File: src/rtl/conv2_k_mem_write_if.sv
// Weight-load bus for conv2_k_mem_write.
// Groups the loader stream handshake (in_valid/in_data/in_ready) with the
// weight-memory write port (we/addr/wdata).
//   master : the loader / memory side (drives in_valid, in_data).
//   slave  : conv2_k_mem_write (drives in_ready, we, addr, wdata).
interface conv2_k_mem_write_if #(
    parameter int DATA_W = 16
);
    logic              in_valid;
    logic [DATA_W-1:0] in_data;
    logic              in_ready;
    logic              we;
    logic [7:0]        addr;
    logic [DATA_W-1:0] wdata;

    modport master (
        output in_valid, in_data,
        input  in_ready, we, addr, wdata
    );

    modport slave (
        input  in_valid, in_data,
        output in_ready, we, addr, wdata
    );
endinterface

File: src/rtl/conv2_k_mem_write.sv
// conv2_k_mem_write: streams TAPS*KERNELS weight words from a valid/ready
// loader into the weight memory at strictly sequential addresses
// (kernel k occupies k*TAPS .. k*TAPS+TAPS-1).
// Ports:
//   clk        - rising-edge clock
//   reset      - synchronous, active-high reset
//   start      - one-cycle pulse that begins a run (ignored while busy)
//   bus        - slave side of the loader stream + memory write port;
//                writes appear one cycle after each accepted word
//   kernel_idx - kernel of the next word to be accepted
//   tap_idx    - tap of the next word to be accepted
//   busy       - run in progress (LOAD or FLUSH)
//   done       - all words of the run written; held until next start
module conv2_k_mem_write #(
    parameter int DATA_W  = 16,
    parameter int TAPS    = 25,
    parameter int KERNELS = 6
) (
    input  logic                clk,
    input  logic                reset,
    input  logic                start,
    conv2_k_mem_write_if.slave  bus,
    output logic [2:0]          kernel_idx,
    output logic [4:0]          tap_idx,
    output logic                busy,
    output logic                done
);
    localparam int TOTAL = TAPS * KERNELS;

    typedef enum logic [1:0] {
        IDLE,
        LOAD,
        FLUSH,
        DONE
    } state_t;

    state_t            state, state_nxt;
    logic [7:0]        word_cnt;
    logic [7:0]        addr_q;
    logic [DATA_W-1:0] wdata_q;
    logic              we_q;
    logic              accept;
    logic              last_word;
    logic [7:0]        addr_calc;

    assign accept    = bus.in_valid && (state == LOAD);
    assign last_word = (word_cnt == 8'(TOTAL - 1));
    assign addr_calc = 8'(kernel_idx) * 8'(TAPS) + 8'(tap_idx);

    assign bus.we    = we_q;
    assign bus.addr  = addr_q;
    assign bus.wdata = wdata_q;

    always_ff @(posedge clk) begin
        if (reset) begin
            state <= IDLE;
        end else begin
            state <= state_nxt;
        end
    end

    always_comb begin
        state_nxt    = state;
        bus.in_ready = 1'b0;
        busy         = 1'b0;
        done         = 1'b0;
        case (state)
            IDLE: begin
                if (start) state_nxt = LOAD;
            end
            LOAD: begin
                bus.in_ready = 1'b1;
                busy         = 1'b1;
                if (accept && last_word) state_nxt = FLUSH;
            end
            FLUSH: begin
                busy      = 1'b1;
                state_nxt = DONE;
            end
            DONE: begin
                done = 1'b1;
                if (start) state_nxt = LOAD;
            end
            default: state_nxt = IDLE;
        endcase
    end

    // Counters name the next word to accept; the registered write uses the
    // pre-increment values. After the final word the counters hold, so no
    // out-of-range address can ever be formed.
    always_ff @(posedge clk) begin
        if (reset) begin
            we_q       <= 1'b0;
            addr_q     <= '0;
            wdata_q    <= '0;
            kernel_idx <= '0;
            tap_idx    <= '0;
            word_cnt   <= '0;
        end else begin
            we_q <= accept;
            if (accept) begin
                addr_q  <= addr_calc;
                wdata_q <= bus.in_data;
                if (!last_word) begin
                    word_cnt <= word_cnt + 8'd1;
                    if (tap_idx == 5'(TAPS - 1)) begin
                        tap_idx    <= '0;
                        kernel_idx <= kernel_idx + 3'd1;
                    end else begin
                        tap_idx <= tap_idx + 5'd1;
                    end
                end
            end else if (start && (state == IDLE || state == DONE)) begin
                kernel_idx <= '0;
                tap_idx    <= '0;
                word_cnt   <= '0;
            end
        end
    end
endmodule

File: src/flat_wrapper.sv
// flat-port wrapper written by rule: the top's interface ports become plain ports
module conv2_k_mem_write_flat 
#(
    parameter int DATA_W  = 16,
    parameter int TAPS    = 25,
    parameter int KERNELS = 6
)
  (clk, reset, start, kernel_idx, tap_idx, busy, done, bus_in_valid, bus_in_data, bus_in_ready, bus_we, bus_addr, bus_wdata);
  conv2_k_mem_write_if #(.DATA_W(DATA_W)) bus_i ();
  input  logic clk;
  input  logic reset;
  input  logic start;
  output logic [2:0] kernel_idx;
  output logic [4:0] tap_idx;
  output logic busy;
  output logic done;
  input wire logic [$bits(bus_i.in_valid)-1:0] bus_in_valid;
  input wire logic [$bits(bus_i.in_data)-1:0] bus_in_data;
  output wire logic [$bits(bus_i.in_ready)-1:0] bus_in_ready;
  output wire logic [$bits(bus_i.we)-1:0] bus_we;
  output wire logic [$bits(bus_i.addr)-1:0] bus_addr;
  output wire logic [$bits(bus_i.wdata)-1:0] bus_wdata;
  assign bus_i.in_valid = bus_in_valid;
  assign bus_i.in_data = bus_in_data;
  assign bus_in_ready = bus_i.in_ready;
  assign bus_we = bus_i.we;
  assign bus_addr = bus_i.addr;
  assign bus_wdata = bus_i.wdata;
  conv2_k_mem_write #(.DATA_W(DATA_W), .TAPS(TAPS), .KERNELS(KERNELS)) u_core (.clk(clk), .reset(reset), .start(start), .bus(bus_i), .kernel_idx(kernel_idx), .tap_idx(tap_idx), .busy(busy), .done(done));
endmodule
File: config.mk
export PLATFORM = sky130hd
export DESIGN_NAME = conv2_k_mem_write_flat
export DESIGN_NICKNAME = d
export VERILOG_FILES = /design/src/rtl/conv2_k_mem_write_if.sv /design/src/rtl/conv2_k_mem_write.sv /design/src/flat_wrapper.sv
export SDC_FILE = /design/constraint.sdc
export NUM_CORES = 1
export LEC_CHECK = 0
export CAP_MARGIN = 40
export CORE_MARGIN = 2
export CORE_UTILIZATION = 49
export CTS_BUF_LIST = sky130_fd_sc_hd__clkbuf_4 sky130_fd_sc_hd__clkbuf_8 sky130_fd_sc_hd__clkbuf_16
export CTS_CLUSTER_SIZE = 12
export DETAILED_ROUTE_END_ITERATION = 8
export PLACE_DENSITY = 0.83
export SLEW_MARGIN = 10
export SYNTH_ARGS = -nofsm -noshare
export SYNTH_HDL_FRONTEND = slang
export SYNTH_SLANG_ARGS = --single-unit
File: constraint.sdc
create_clock -name clk -period 2.3 [get_ports clk]
set_input_delay 0.46 -clock clk [delete_from_list [all_inputs] [get_ports clk]]
set_output_delay 0.46 -clock clk [all_outputs]
set_load 0.01 [all_outputs]
# [Word level (Yosys, flattened, before mapping)]
# Cells that the tools add are included.
[op_classes] addsub=4 multipliers=1 n_eq_ne=9 reduce_logical=11 mux=17
[ops] op="$mux W8" count=3
[ops] op="$mux W5" count=4
[ops] op="$mux W3" count=4
[ops] op="$add A8 B1 Y8 const B" count=1
[ops] op="$add A8 B5 Y8" count=1
[ops] op="$eq A8 B8 Y1 const B" count=1
[ops] op="$mul A3 B5 Y8 const B" count=1
[ops] op="$ne A2 B2 Y1 const B" count=3
[ops] op="$pmux W2 S3" count=1
[ops] op="$add A5 B1 Y5 const B" count=1
[ops] op="$eq A5 B5 Y1 const B" count=1
[ops] op="$eq A2 B2 Y1 const B" count=2
[ops] op="$mux W2" count=2
[ops] op="$reduce_and A2 Y1" count=2
[ops] op="$reduce_or A2 Y1" count=2
[ops] op="$add A3 B1 Y3 const B" count=1
[ops] op="$logic_and A1 B1 Y1" count=3
[ops] op="$mux W1" count=3
[ops] op="$reduce_and A3 Y1" count=1
[ops] op="$eq A2 B1 Y1 const B" count=1
[ops] op="$logic_not A2 Y1" count=1
[ops] op="$ne A2 B1 Y1 const B" count=1
[ops] op="$reduce_bool A2 Y1" count=1
[ops] op="$logic_or A1 B1 Y1" count=1
[totals] inputBits=20 ff_bits=43 wordCells=49 output_inout_bits=36

# [Longest topological paths before layout]
[depth] ltp_word=5 depth_mapped=9 ltp_nobuf=9

# [Worst setup path before layout]
# No wires, ideal clock.
[synth_timing] kind="reg2reg" startpoint="register u_core.kernel_idx[1]" endpoint="register u_core.addr_q[7] (netlist: u_core.bus.addr[7])" t_arrival_ns=2.106 stages_incl_launch_ff=10 period_less_slack_ns=2.168 setup_slack_ns=0.132 setup_time_ns=0.062 cell_sequence="dfxtp_1 inv_1 ha_1 inv_1 ha_1 ha_1 and3_1 a21oi_1 a2111o_1 nand3_1"
[synth_between] elab_chain_cells=2
[synth_rtl] item="from (decl)" line_no="conv2_k_mem_write.sv:23" source="output logic [2:0] kernel_idx,"
[synth_rtl] item="from (signal assigned)" line_no="conv2_k_mem_write.sv:108" source="kernel_idx <= kernel_idx + 3'd1;"
[synth_rtl] item="$mul A3 B5 Y8" line_no="conv2_k_mem_write.sv:48" source="assign addr_calc = 8'(kernel_idx) * 8'(TAPS) + 8'(tap_idx);"
[synth_rtl] item="$add A8 B5 Y8" line_no="conv2_k_mem_write.sv:48"
[synth_rtl] item="to (signal assigned)" line_no="conv2_k_mem_write.sv:102" source="addr_q <= addr_calc;"
[synth_rtl] item="to (decl)" line_no="conv2_k_mem_write.sv:39" source="logic [7:0] addr_q;"
# No other way between the ends.
# A chain may end at the register's enable or synchronous reset.

# [Worst setup path in the final report]
[layout_timing] startpoint="register u_core.kernel_idx[1]" endpoint="register u_core.addr_q[6] (netlist: u_core.bus.addr[6])"
# Same word-level chain as after synthesis.

==> metrics.cfg <==
[yosys]
post-synth-top-count-cell = nand2_1
synth.top_cells.by_area = dfxtp_1 38%, ha_1 12%, nand2_1 8.0%
synth_ff_type = dfxtp_1
avgSynthCellArea_um2 = 8.78
yosysWarningCount = 0
synth_commonest_cells = 48 x nand2_1, 43 x dfxtp_1, 27 x a21oi_1
synth_top_area_share_pct = 38.1
ys_ff_latch = 43
synth.distinct_cells = 54
synth_edf_count = 0
syn_area_um2 = 2260
syn_inst = 257
async_flop_share_pct = 0
synth.largest_area_cell = dfxtp_1
ys_seq_area_share_pct = 38.1
syn_nets = 299

[clock_network]
clk_path_buf_depth = 2
cts_root_buf = clkbuf_8
cts_buffers = 5
cts_sinks = 43
cts_hold_buffers = 0
htreeDepth = 2
cts_tree = done
clkTransAtPathRegs_ps = 90
clock_latency_ps = 300

[critical_path]
worst-path-buf-inv = 3
worstRegToRegCells = 9
crit_fanout = 6
critPathMaxStageDelay_ps = 390
worstSetupPathDepth = 9
crit_chain = inv_1 -> ha_1 -> inv_1 -> ha_1 -> ha_1 -> buf_4 -> nand3_1 -> o211ai_1 -> o311ai_0
cp_top_family = adder cells
cp-start-kind = register
crit_required_ps = 2490
cpMaxStageDelayCell = dfxtp_2
crit_path_end_kind = register
worstPathArrival_ps = 2340
crit_top_cell = ha_1
ff2ff_setup_slack_ps = 150
r2r-end = u_core.bus.addr[6]
r2r_start = u_core.kernel_idx[1]
crit_type = register to register

[worst_hold_path]
hp-class = register to register
min_path_cells = 2
min_from = u_core.bus.wdata[1]
worstHoldEndpoint = u_core.bus.wdata[1]

[floorplan]
core_area_um2 = 4380
start_util_pct = 51.5
die_h_um = 71.9
pin_count = 56
dieArea_um2 = 5170
die_w_um = 71.9
fp-row-count = 24

[finish]
drive_gt1_share_pct = 9.15
fillCellCount = 379
final_nets = 358
area_delta_synth_final_pct = 31.6
final_util_pct = 67.8
stdcell_count = 369
antenna_cells = 0

[drt]
drt-total-wl_um = 5060
vias = 2012
drtPass1Iterations = 4
antenna_left = 0
dr.first_iter.drc_count = 170
post-route-drc-count = 0
viasPerCell = 5.45
wl_per_cell_um = 13.7

[timing]
slew_violations = 0
fin_tns_setup_ps = 0
clock_skew_ps = 6.50
tightest_slew_ps = 427
hold-worst-slack_ps = 457
finalCriticalPeriod_ps = 2150
fmax_mhz = 466
rsz0062_at_grt = no
max_slew_margin_pct = 71.6
finalCritPeriodShare_pct = 93.4
hold_viol_final = 0
finalSetupViolCount = 0

[grt]
grt.overflow.total = 0
grt_start_max_net_pins = 36
antenna_found_initial = 0
grt_pass1_vias = 1854
grt_use_total_pct = 20.4
grt_first_pass_wirelength_um = 8550

[pwr]
p_total_w = 0.00216
peakVddDrop_mv = 0.550
powerDensity_nw_per_um2 = 728
power.leakage_nw = 1.15

[run]
max_cap_viol_count = 0

[placed_design]
portBuffers = 55
place_inst = 361
routabilityCongestion = 0.876
hpwl_um = 3750

[status]
status = finished, final reports clean

## where the power goes
part	total [W]	internal [W]	switching [W]
combinational	0.000780	0.000375	0.000405
sequential	0.000878	0.000821	0.0000565
clock	0.000505	0.000218	0.000287
## placed cells by master (no fill, tap or decap), drive strengths merged, types with 2 or more instances in the layout
| cell | n |
|---|---|
| clkdlybuf4s50 | 55 |
| nand2 | 49 |
| dfxtp | 43 |
| a21oi | 27 |
| ha | 21 |
| nor2 | 14 |
| inv | 13 |
| nand3 | 11 |
| buf | 8 |
| nor3 | 6 |
| o21ai | 6 |
| clkbuf | 5 |
| or3 | 4 |
| o311ai | 4 |
| nor4b | 3 |
| a31oi | 3 |
| a22oi | 3 |
| xnor2 | 3 |
| o21a | 2 |
| and3 | 2 |
| nand4 | 2 |
| xor2 | 2 |
| a2bb2oi | 2 |
| clkinvlp | 2 |
| o211ai | 2 |
| nand3b | 2 |
| nor2b | 2 |
| or2 | 2 |
## area by class of cell
type,count,area [um^2],share of cell area (%)
Sequential cell,43,862,29.0
Clock inverter,3,23.8,0.800
Multi-Input combinational cell,190,1290,43.5
Timing Repair Buffer,63,611,20.6
Tap cell,52,65.1,2.19
Inverter,13,48.8,1.64
Clock buffer,5,68.8,2.32
## registers in the layout (all words and copies together), names as in the netlist
name	flops
u_core.bus.addr	8
u_core.bus.wdata	16
u_core.bus.we	1
u_core.kernel_idx	3
u_core.state	2
u_core.tap_idx	5
u_core.word_cnt	8
## logic make-up after synthesis
logic type      Yosys count  synth area share, %
fa+ha+maj                22                 12.5
compound gates           61                 19.4
flops                    43                 38.1
xor+xnor                  5                 1.94
buf+inv                  24                 4.77
simple gates            101                 22.8
mux                       1                0.443
## worst reg2reg max path, delay by kind of cell (launching register included)
kind | cells | cell delay, ps
buffers and inverters | 3 | 260
flip-flops | 1 | 390
adder cells (fa/ha/maj) | 3 | 870
AO/OA/AOI/OAI | 2 | 430
AND/OR/NAND/NOR | 1 | 80
## how the worst max path moves through the flow
stage,start,to,slack [ps]
after detailed placement,u_core.kernel_idx[1],u_core.bus.addr[6],100
after CTS,u_core.kernel_idx[1],u_core.bus.addr[6],70
after global placement,u_core.kernel_idx[1],u_core.bus.addr[7],190
after floorplan,u_core.kernel_idx[1],u_core.bus.addr[7],130
after global routing,u_core.tap_idx[1],u_core.bus.addr[7],20
final,u_core.kernel_idx[1],u_core.bus.addr[6],150
## through the flow
stage,setup WS (ps),area (um^2)
after floorplan,132,2260
after global placement,190,2870
after detailed placement,103,2870
after CTS,67.7,2970
after global routing,23.7,2970
final,152,2970
## routing by layer
layer  global-route usage, %  share of wire [%]
met3                    5.20                5.5
met5                       0                  0
met4                    4.19               0.83
met1                    27.4                 47
met2                    33.3                 46
## repair_timing
action,in CTS,in global routing
resized for setup,0,2
setup buffers,0,0
setup endpoints to repair,0,2
Power figures use the tool's default switching activity.
